### config.mk
export PLATFORM = sky130hd
export DESIGN_NAME = uart_reg_bank_fifo
export DESIGN_NICKNAME = d
export VERILOG_FILES = /design/src/rtl/uart_reg_bank_fifo.sv
export SDC_FILE = /design/constraint.sdc
export NUM_CORES = 1
export LEC_CHECK = 0
export CORE_MARGIN = 4
export CORE_UTILIZATION = 46
export DETAILED_ROUTE_END_ITERATION = 8
export PLACE_DENSITY = 0.68
export SKIP_LAST_GASP = 1
export SLEW_MARGIN = 30
export SYNTH_ARGS = -nofsm -noshare
export SYNTH_HDL_FRONTEND = slang
export SYNTH_SLANG_ARGS = --single-unit
### constraint.sdc
create_clock -name clk -period 4.4 [get_ports clk]
set_input_delay 1.1 -clock clk [delete_from_list [all_inputs] [get_ports clk]]
set_output_delay 1.1 -clock clk [all_outputs]
set_load 0.005 [all_outputs]
### src/rtl/uart_reg_bank_fifo.sv
// rtl/uart_reg_bank_fifo.sv - UART register bank with TX/RX FIFOs, W1C status and maskable irq
module uart_reg_bank_fifo #(
  parameter int DATA_W   = 8,
  parameter int TX_DEPTH = 8,
  parameter int RX_DEPTH = 8,
  parameter int LVL_W    = 4
) (
  input  logic              clk,
  input  logic              rst_n,
  input  logic              wr_en,
  input  logic              rd_en,
  input  logic [4:0]        addr,
  input  logic [31:0]       wr_data,
  output logic [31:0]       rd_data,
  output logic              tx_valid,
  output logic [DATA_W-1:0] tx_data,
  input  logic              tx_pop,
  input  logic              tx_done,
  input  logic              rx_push,
  input  logic [DATA_W-1:0] rx_data_in,
  input  logic              rx_parity_err,
  output logic [4:0]        cfg_out,
  output logic              irq
);
  localparam int TPW = $clog2(TX_DEPTH);
  localparam int RPW = $clog2(RX_DEPTH);
  localparam logic [4:0] A_TX = 5'h00, A_RX = 5'h04, A_CFG = 5'h08, A_CTRL = 5'h0C,
                         A_STAT = 5'h10, A_IEN = 5'h14, A_LVL = 5'h18;

  logic [DATA_W-1:0] tx_mem [TX_DEPTH];
  logic [DATA_W-1:0] rx_mem [RX_DEPTH];
  logic [TPW-1:0]    tx_wr_ptr, tx_rd_ptr;
  logic [RPW-1:0]    rx_wr_ptr, rx_rd_ptr;
  logic [LVL_W-1:0]  tx_count, rx_count;
  logic [4:0]        cfg, irq_en, status, status_set, status_clr;
  logic              tx_en;
  logic [31:0]       rd_next;
  logic              unused_wr;

  logic tx_full, tx_empty, rx_full, rx_empty;
  logic tx_flush, rx_flush, tx_push_req, tx_push_ok, tx_pop_ok, rx_push_ok, rx_pop_ok;

  assign unused_wr = ^wr_data[31:DATA_W];

  assign tx_full  = (tx_count == LVL_W'(TX_DEPTH));
  assign tx_empty = (tx_count == '0);
  assign rx_full  = (rx_count == LVL_W'(RX_DEPTH));
  assign rx_empty = (rx_count == '0);

  assign tx_valid = tx_en && !tx_empty;
  assign tx_data  = tx_mem[tx_rd_ptr];
  assign cfg_out  = cfg;

  assign tx_flush    = wr_en && (addr == A_CTRL) && wr_data[1];
  assign rx_flush    = wr_en && (addr == A_CTRL) && wr_data[2];
  assign tx_pop_ok   = tx_pop && tx_valid;
  assign tx_push_req = wr_en && (addr == A_TX);
  // A full FIFO still accepts a push when the head leaves in the same cycle
  assign tx_push_ok  = tx_push_req && (!tx_full || tx_pop_ok);
  assign rx_pop_ok   = rd_en && (addr == A_RX) && !rx_empty;
  assign rx_push_ok  = rx_push && (!rx_full || rx_pop_ok);

  assign status_set = {tx_push_req && !tx_push_ok, rx_push && !rx_push_ok,
                       rx_push_ok && rx_parity_err, rx_push_ok, tx_done};
  assign status_clr = (wr_en && (addr == A_STAT)) ? wr_data[4:0] : 5'b0;

  always_ff @(posedge clk) begin
    if (tx_push_ok && !tx_flush) tx_mem[tx_wr_ptr] <= wr_data[DATA_W-1:0];
    if (rx_push_ok && !rx_flush) rx_mem[rx_wr_ptr] <= rx_data_in;
  end

  always_ff @(posedge clk or negedge rst_n) begin
    if (!rst_n) begin
      tx_wr_ptr <= '0;
      tx_rd_ptr <= '0;
      tx_count  <= '0;
    end else if (tx_flush) begin
      tx_wr_ptr <= '0;
      tx_rd_ptr <= '0;
      tx_count  <= '0;
    end else begin
      if (tx_push_ok) tx_wr_ptr <= tx_wr_ptr + TPW'(1);
      if (tx_pop_ok)  tx_rd_ptr <= tx_rd_ptr + TPW'(1);
      case ({tx_push_ok, tx_pop_ok})
        2'b10:   tx_count <= tx_count + LVL_W'(1);
        2'b01:   tx_count <= tx_count - LVL_W'(1);
        default: tx_count <= tx_count;
      endcase
    end
  end

  always_ff @(posedge clk or negedge rst_n) begin
    if (!rst_n) begin
      rx_wr_ptr <= '0;
      rx_rd_ptr <= '0;
      rx_count  <= '0;
    end else if (rx_flush) begin
      rx_wr_ptr <= '0;
      rx_rd_ptr <= '0;
      rx_count  <= '0;
    end else begin
      if (rx_push_ok) rx_wr_ptr <= rx_wr_ptr + RPW'(1);
      if (rx_pop_ok)  rx_rd_ptr <= rx_rd_ptr + RPW'(1);
      case ({rx_push_ok, rx_pop_ok})
        2'b10:   rx_count <= rx_count + LVL_W'(1);
        2'b01:   rx_count <= rx_count - LVL_W'(1);
        default: rx_count <= rx_count;
      endcase
    end
  end

  always_comb begin
    rd_next = 32'b0;
    case (addr)
      A_RX:    rd_next = rx_empty ? 32'b0 : 32'(rx_mem[rx_rd_ptr]);
      A_CFG:   rd_next = {27'b0, cfg};
      A_CTRL:  rd_next = {31'b0, tx_en};
      A_STAT:  rd_next = {20'b0, rx_empty, rx_full, tx_empty, tx_full, 3'b0, status};
      A_IEN:   rd_next = {27'b0, irq_en};
      A_LVL:   rd_next = {{(16-LVL_W){1'b0}}, rx_count, {(16-LVL_W){1'b0}}, tx_count};
      default: rd_next = 32'b0;
    endcase
  end

  always_ff @(posedge clk or negedge rst_n) begin
    if (!rst_n) begin
      cfg     <= '0;
      tx_en   <= 1'b0;
      irq_en  <= '0;
      status  <= '0;
      irq     <= 1'b0;
      rd_data <= '0;
    end else begin
      if (wr_en && (addr == A_CFG))  cfg    <= wr_data[4:0];
      if (wr_en && (addr == A_CTRL)) tx_en  <= wr_data[0];
      if (wr_en && (addr == A_IEN))  irq_en <= wr_data[4:0];
      // Set events override a same-cycle write-1-to-clear
      status  <= (status & ~status_clr) | status_set;
      irq     <= |(status & irq_en);
      rd_data <= rd_en ? rd_next : 32'b0;
    end
  end
endmodule

==> results of run 1 <==
==> worst reg2reg max path, delay by kind of cell (launching register included) <==
kind / cells / cell delay, ns
compound gates: 2 / 0.38
xor+xnor: 1 / 0.16
flops: 1 / 0.46
fa+ha+maj: 1 / 0.18
mux: 1 / 0.27
simple gates: 3 / 0.94
==> cells in the final DEF, fill, tap and decap left out, types with 2 or more instances in the layout <==
| cell | Yosys | routed |
|---|---|---|
| inv_1 | 4 | 4 |
| clkdlybuf4s50_1 | 0 | 58 |
| a21o_1 | 2 | 2 |
| and3_1 | 3 | 3 |
| nor2_1 | 50 | 50 |
| mux4_2 | 32 | 32 |
| nand2_1 | 27 | 27 |
| mux2_2 | 20 | 20 |
| xnor2_1 | 4 | 4 |
| conb_1 | 1 | 16 |
| nor3_1 | 8 | 8 |
| a221oi_1 | 4 | 4 |
| nand3_1 | 12 | 12 |
| nand3b_1 | 2 | 2 |
| xor2_1 | 6 | 6 |
| clkinvlp_4 | 0 | 4 |
| dfrtp_1 | 53 | 53 |
| or3_1 | 3 | 3 |
| edfxtp_1 | 128 | 128 |
| nand4_1 | 5 | 5 |
| ha_1 | 6 | 6 |
| inv_6 | 0 | 7 |
| buf_4 | 17 | 22 |
| and2_1 | 11 | 11 |
| a211o_1 | 3 | 3 |
| clkbuf_16 | 0 | 17 |
| a22o_1 | 3 | 3 |
| a21oi_1 | 7 | 7 |
| o21ai_0 | 6 | 6 |
| or4_1 | 2 | 2 |
| mux2i_1 | 17 | 17 |
| nand2b_1 | 4 | 4 |
==> per-stage QoR <==
step                hold slack (ns)  instances  area (µm²)  power [mW]  setup slack [ns]
detailed placement            0.501        760        8540        3.40             0.671
floorplan                     0.472        500        7730        2.99              1.14
global placement              0.492        760        8540        3.35             0.756
CTS                           0.523        792        9080        4.80             0.765
global route                  0.542        792        9080        4.99             0.716
finish                        0.526        792        9080        4.75             0.815
==> final cells by class <==
| type | instances | area, µm² | share of cell area (%) |
|---|---|---|---|
| clock inverters | 14 | 115 | 1.27 |
| inverters | 4 | 15.0 | 0.165 |
| flip-flops and latches | 181 | 5170 | 56.9 |
| multi-input cells | 278 | 2330 | 25.7 |
| well taps | 216 | 270 | 2.98 |
| repair buffers | 81 | 751 | 8.26 |
| clock buffers | 18 | 429 | 4.72 |
==> cell families after synthesis <==
kind of cell,Yosys count
compound gates,39
simple gates,137
xor+xnor,10
mux,70
fa+ha+maj,6
buf+inv,41
flops,181
other cells,1
==> power breakdown <==
group / leakage [nW] / switching [mW] / total, mW / internal [mW]
clock: 0.255 / 0.663 / 1.40 / 0.737
combinational: 1.16 / 0.467 / 1.10 / 0.634
sequential: 1.84 / 0.230 / 2.25 / 2.02
==> how the worst min path moves through the flow <==
stage                                     end  slack [ns]
final                     status[1]$_DFF_PN0_        0.53
after global routing      status[0]$_DFF_PN0_        0.54
after CTS                 status[0]$_DFF_PN0_        0.52
after detailed placement  status[0]$_DFF_PN0_        0.50
after global placement    status[1]$_DFF_PN0_        0.49
after floorplan           status[0]$_DFF_PN0_        0.47
==> metal layers <==
| metal | vias up | share of wire (%) | global-route usage, % |
|---|---|---|---|
| met3 | 13 | 5.3 | 4.49 |
| met4 | 0 | 1.2 | 4.55 |
| li1 | 1974 | - | - |
| met5 | - | 0 | 0 |
| met1 | 2209 | 43 | 23.4 |
| met2 | 129 | 51 | 28.8 |
==> sequential cells by signal, summed over array words and instances (netlist names), 4 cells and up <==
register  count
status        5
rx_mem       64
rx_count      4
tx_count      4
cfg_out       5
tx_mem       64
irq_en        5
rd_data      16
==> cells in the mapped netlist, types with 4 or more instances <==
cell / count / area [µm²]
nor3_1: 8 / 40.0
xnor2_1: 4 / 35.0
nand2b_1: 4 / 25.0
edfxtp_1: 128 / 3840
a21oi_1: 7 / 35.0
nand4_1: 5 / 31.3
nand3_1: 12 / 60.1
mux4_2: 32 / 721
a221oi_1: 4 / 35.0
ha_1: 6 / 75.1
buf_1: 5 / 18.8
o21ai_0: 6 / 30.0
nor2_1: 50 / 188
dfrtp_1: 53 / 1330
mux2i_1: 17 / 170
and2_1: 11 / 68.8
nand2_1: 27 / 101
mux2_2: 20 / 225
inv_1: 4 / 15.0
buf_2: 5 / 25.0
clkbuf_1: 9 / 33.8
buf_4: 17 / 128
xor2_1: 6 / 52.6
==> reports/results.tsv, run 1 <==
stage	metric	value	unit
pwr	power.density	523	mW/mm²
pwr	ir_drop	0.359	mV
worst_setup_path	ff2ff_setup_slack	1.94	ns
route	drc	0	
sta	rsz0062_at_grt	false	
sta	timing_hold_violations_final	0	
worst_setup_path	start_kind	register	
synthesis	ys_warn_count	0	
clock_tree	cts.hold.buffers_added	0	
global_routing	grt_pass1_vias	4473	
floorplanning	pin_count	100	
worst_hold_path	hold-path-cell-count	1	
global_routing	antenna_found_initial	0	
floorplanning	rows	46	
sta	relSlewSlack	45.1	%
route	vias_per_cell	5.46	
clock_tree	cts_max_path_buffers	2	
clock_tree	cts_buffers	17	
worst_setup_path	startpoint	tx_rd_ptr[1]$_DFFE_PN0P_	
clock_tree	ctsResizeCount	0	
worst_setup_path	cp_max_fo	18	
worst_setup_path	cp_slowest_cell	dfrtp_1	
clock_tree	clk_latency	0.43	ns
placement	place_congestion	0.857	
sta	setup_viol	0	
worst_setup_path	critPathCapture	tx_data[2]	
layout	fillers	1281	
sta	finalMaxSlewViolations	0	
route	vias	4325	
floorplanning	coreArea	0.0161	mm²
sta	setup_tns	0	ns
global_routing	grt_pass1_wl	24300	µm
route	drtIter0Drc	319	
global_routing	grt_max_degree	54	
synthesis	synth.area.mux_share	14.7	%
layout	num_antenna_cells	0	
route	wl_per_cell	19.6	µm
global_routing	overflow	0	
synthesis	synthSimpleGateAreaFrac	9.03	%
route	dr.pass1.iters	4	
synthesis	seq_area_frac_synth	67.3	%
worst_setup_path	max_stage_delay	0.88	ns
layout	syn2layout_area_growth	18.3	%
clock_tree	clock-sinks	181	
worst_setup_path	critPathTopFamily	flip-flops	
sta	fin_crit	3.58	ns
worst_setup_path	crit_arrival	2.48	ns
sta	skew	0.00793	ns
run	maxCapViolations	0	
clock_tree	clock-root-buffer	clkbuf_16	
global_routing	grt_usage	17.5	%
layout	nets	622	
pwr	power.leakage	3.25	nW
synthesis	ys.flop_type	edfxtp_1	
route	drt-total-wl	15500	µm
clock_tree	cts_setup_buffers	0	
layout	drive_gt1_share	19.6	%
sta	fin_crit_sh	81.5	%
worst_setup_path	worst_setup_path_end_kind	output port	
clock_tree	cts.htree.levels	4	
worst_setup_path	r2r_cells	8	
worst_setup_path	worstSetupPathType	register to output port	
synthesis	ys_ff_latch	181	
floorplanning	die_y	137	µm
worst_setup_path	crit_cells	3	
synthesis	netlist_area	0.00768	mm²
synthesis	synth_compound_area_share	3.73	%
outcome	status	finished clean	
synthesis	synth_area_per_cell	15.8	µm²
sta	fmax	0.279	GHz
layout	fin_util	56.4	%
synthesis	synth_top_family_by_area	multiplexers	
worst_hold_path	min_path_type	register to register	
floorplanning	initial_utilization	47.6	%
synthesis	synth_adder_area_share	0.978	%
clock_tree	cts.clk_slew.worst_paths	0.07	ns
clock_tree	cts_tree	built	
synthesis	synth_edf_count	128	
worst_setup_path	path_cells	mux4_2 > mux2_2 > clkdlybuf4s50_1	
worst_setup_path	rr_startpoint	rx_count[1]$_DFFE_PN0P_	
worst_setup_path	cp.required	3.30	ns
worst_setup_path	path_buf_inv	1	
placement	io_buffers	59	
floorplanning	die_w	137	µm
synthesis	synthArstFlopShare	29.3	%
synthesis	synth_cell_types	57	
placement	dpl.hpwl	10400	µm
synthesis	synth_xor_area_share	1.14	%
worst_hold_path	min-delay-start	status[1]$_DFF_PN0_	
synthesis	synthCells	485	
worst_setup_path	r2r_end	rx_count[2]$_DFFE_PN0P_	
sta	tightestPinTransition	0.823	ns
route	final_antenna_net_count	0	
floorplanning	fp.dieArea	0.0188	mm²
Note: power is estimated with default switching activity, not from simulation.
==> run 2, diff against run 1 <==
==> constraint.sdc (replaced) <==
create_clock -name clk -period 3.4 [get_ports clk]
set_input_delay 0.85 -clock clk [delete_from_list [all_inputs] [get_ports clk]]
set_output_delay 0.85 -clock clk [all_outputs]
set_load 0.005 [all_outputs]
==> run 2 against run 1 <==
Net effect: clock skew down 0.0023 ns; critical path depth up 1; sequential share of layout area down 1.0 points; design area up 1.8%; largest power group unchanged.
==> reports/results.tsv, run 2 (synthesis gave the netlist of run 1 again) <==
stage	metric	value	unit
pwr	power.density	687	mW/mm²
floorplanning	rows	46	
layout	fin_util	57.4	%
pwr	power.leakage	3.35	nW
pwr	combPwrFrac	23.5	%
route	drtIter0Drc	249	
layout	nets	636	
floorplanning	initial_utilization	47.6	%
pwr	p_int	4.60	mW
worst_setup_path	cp_max_fo	18	
route	vias_per_cell	5.46	
route	final_antenna_net_count	0	
clock_tree	cts.htree.levels	4	
placement	dpl.hpwl	10700	µm
layout	final_cells	806	
global_routing	grt_pass1_wl	24200	µm
sta	timing_hold_violations_final	0	
clock_tree	cts_max_path_buffers	2	
worst_setup_path	start_kind	register	
worst_setup_path	worst_setup_path_end_kind	output port	
worst_setup_path	path_buf_inv	2	
clock_tree	clk_latency	0.42	ns
route	drc	0	
floorplanning	fp.dieArea	0.0188	mm²
floorplanning	die_w	137	µm
route	drt-total-wl	15700	µm
floorplanning	pin_count	100	
layout	layout_common_cells	edfxtp_1, clkdlybuf4s50_1, dfrtp_1, nor2_1, buf_4	
worst_setup_path	cp.required	2.55	ns
route	vias	4401	
sta	finalMaxSlewViolations	0	
layout	top_regs	rx_mem (64), tx_mem (64), rd_data (16)	
floorplanning	die_y	137	µm
worst_setup_path	crit_cells	4	
pwr	power_frac_seq	45.1	%
clock_tree	cts.clk_slew.worst_paths	0.06	ns
placement	place_congestion	0.843	
sta	fin_crit_sh	95.6	%
floorplanning	coreArea	0.0161	mm²
worst_setup_path	rr_startpoint	rx_count[1]$_DFFE_PN0P_	
global_routing	grt_usage	17.6	%
global_routing	grt_pass1_vias	4333	
sta	setup_viol	0	
sta	tightestPinTransition	0.901	ns
worst_setup_path	critPathTopFamily	multiplexers	
pwr	swShare	27.5	%
layout	drive_gt1_share	21.4	%
run	maxCapViolations	0	
pwr	ir_drop	0.515	mV
clock_tree	cts_buffers	17	
global_routing	antenna_found_initial	0	
sta	fin_crit	3.25	ns
layout	num_antenna_cells	0	
clock_tree	cts_setup_buffers	0	
worst_setup_path	ff2ff_setup_slack	1.00	ns
worst_setup_path	r2r_cells	8	
sta	fmax	0.308	GHz
global_routing	grt_max_degree	34	
global_routing	overflow	0	
route	wl_per_cell	19.5	µm
worst_hold_path	min_path_type	primary input to asynchronous set/reset pin	
sta	rsz0062_at_grt	false	
worst_setup_path	max_stage_delay	0.55	ns
placement	dp.cells	774	
worst_setup_path	worstSetupPathType	register to output port	
placement	dp_slack	-0.00535	ns
pwr	p_sw	1.75	mW
pwr	total_power	6.35	mW
clock_tree	clock-root-buffer	clkbuf_16	
sta	skew	0.00562	ns
sta	worst_slack	0.151	ns
outcome	status	finished clean	
worst_setup_path	cp_slowest_cell	mux4_2	
worst_setup_path	crit_arrival	2.40	ns
route	dr.pass1.iters	4	
clock_tree	cts.hold.buffers_added	0	
clock_tree	cts_tree	built	
sta	relSlewSlack	39.7	%
worst_setup_path	path_cells	buf_4 > mux4_2 > mux2_2 > clkdlybuf4s50_1	
worst_setup_path	r2r_end	rx_count[2]$_DFFE_PN0P_	
placement	io_buffers	59	
layout	final_common_cell	edfxtp_1	
clock_tree	ctsResizeCount	0	
clock_tree	clock-sinks	181	
layout	syn2layout_area_growth	20.4	%
pwr	clkPwrFrac	31.4	%
-- run 2: changes by cell type in the layout (fill, tap and decap cells not counted), sizes merged --
cell      previous run  this run
buf                 23        37
bufinv               0         3
clkbuf              18        17
clkinv               2         5
clkinvlp             4         3
inv                 12         8
-- run 2: metrics by stage --
stage               hold WS, ns  TNS, ns  instance area (µm²)
global route              0.396        0                 9250
finish                    0.373        0                 9250
CTS                       0.377        0                 9250
global placement          0.493        0                 8640
floorplan                 0.472        0                 7730
detailed placement        0.506  -0.0388                 8640
-- run 2: power groups by stage --
stage	clock network (mW)	registers [mW]	logic [mW]
CTS	2.04	2.86	1.52
finish	1.99	2.86	1.49
detailed placement	0	2.91	1.51
floorplan	0	2.77	1.09
global placement	0	2.89	1.48
global route	2.13	2.90	1.64
-- run 2: layout make-up --
class                      instances  area [µm²]
multi-input combinational        278        2330
tap                              216         270
clock inverter                    15         179
clock buffer                      17         425
fill                            1262        6870
inverter                           4        15.0
timing repair buffer              95         856
sequential                       181        5170
-- run 2: worst max-delay path by stage --
| stage | from | endpoint |
|---|---|---|
| 2_1_floorplan | addr[1] | rx_mem[0][0]$_DFFE_PP_ |
| 3_3_place_gp | addr[1] | rx_mem[7][1]$_DFFE_PP_ |
| 3_5_place_dp | addr[0] | rx_mem[7][2]$_DFFE_PP_ |
| 4_1_cts | tx_rd_ptr[0]$_DFFE_PN0P_ | tx_data[2] |
| 5_1_grt | tx_rd_ptr[0]$_DFFE_PN0P_ | tx_data[2] |
| 6_report | tx_rd_ptr[0]$_DFFE_PN0P_ | tx_data[2] |
-- run 2: per-layer routing --
| layer | wire length, µm | global-route usage, % | up-vias |
|---|---|---|---|
| met2 | 7830 | 28.6 | 107 |
| li1 | - | - | 2006 |
| met4 | 255 | 5.65 | 0 |
| met3 | 675 | 4.02 | 21 |
| met1 | 6940 | 23.9 | 2267 |
| met5 | 0 | 0 | - |
-- run 2: worst register-to-register path, delay by kind of cell, from the launching register on --
family,cells,cell delay [ns]
simple gates,3,0.95
fa+ha+maj,1,0.18
xor+xnor,1,0.15
flops,1,0.46
compound gates,2,0.33
mux,1,0.27
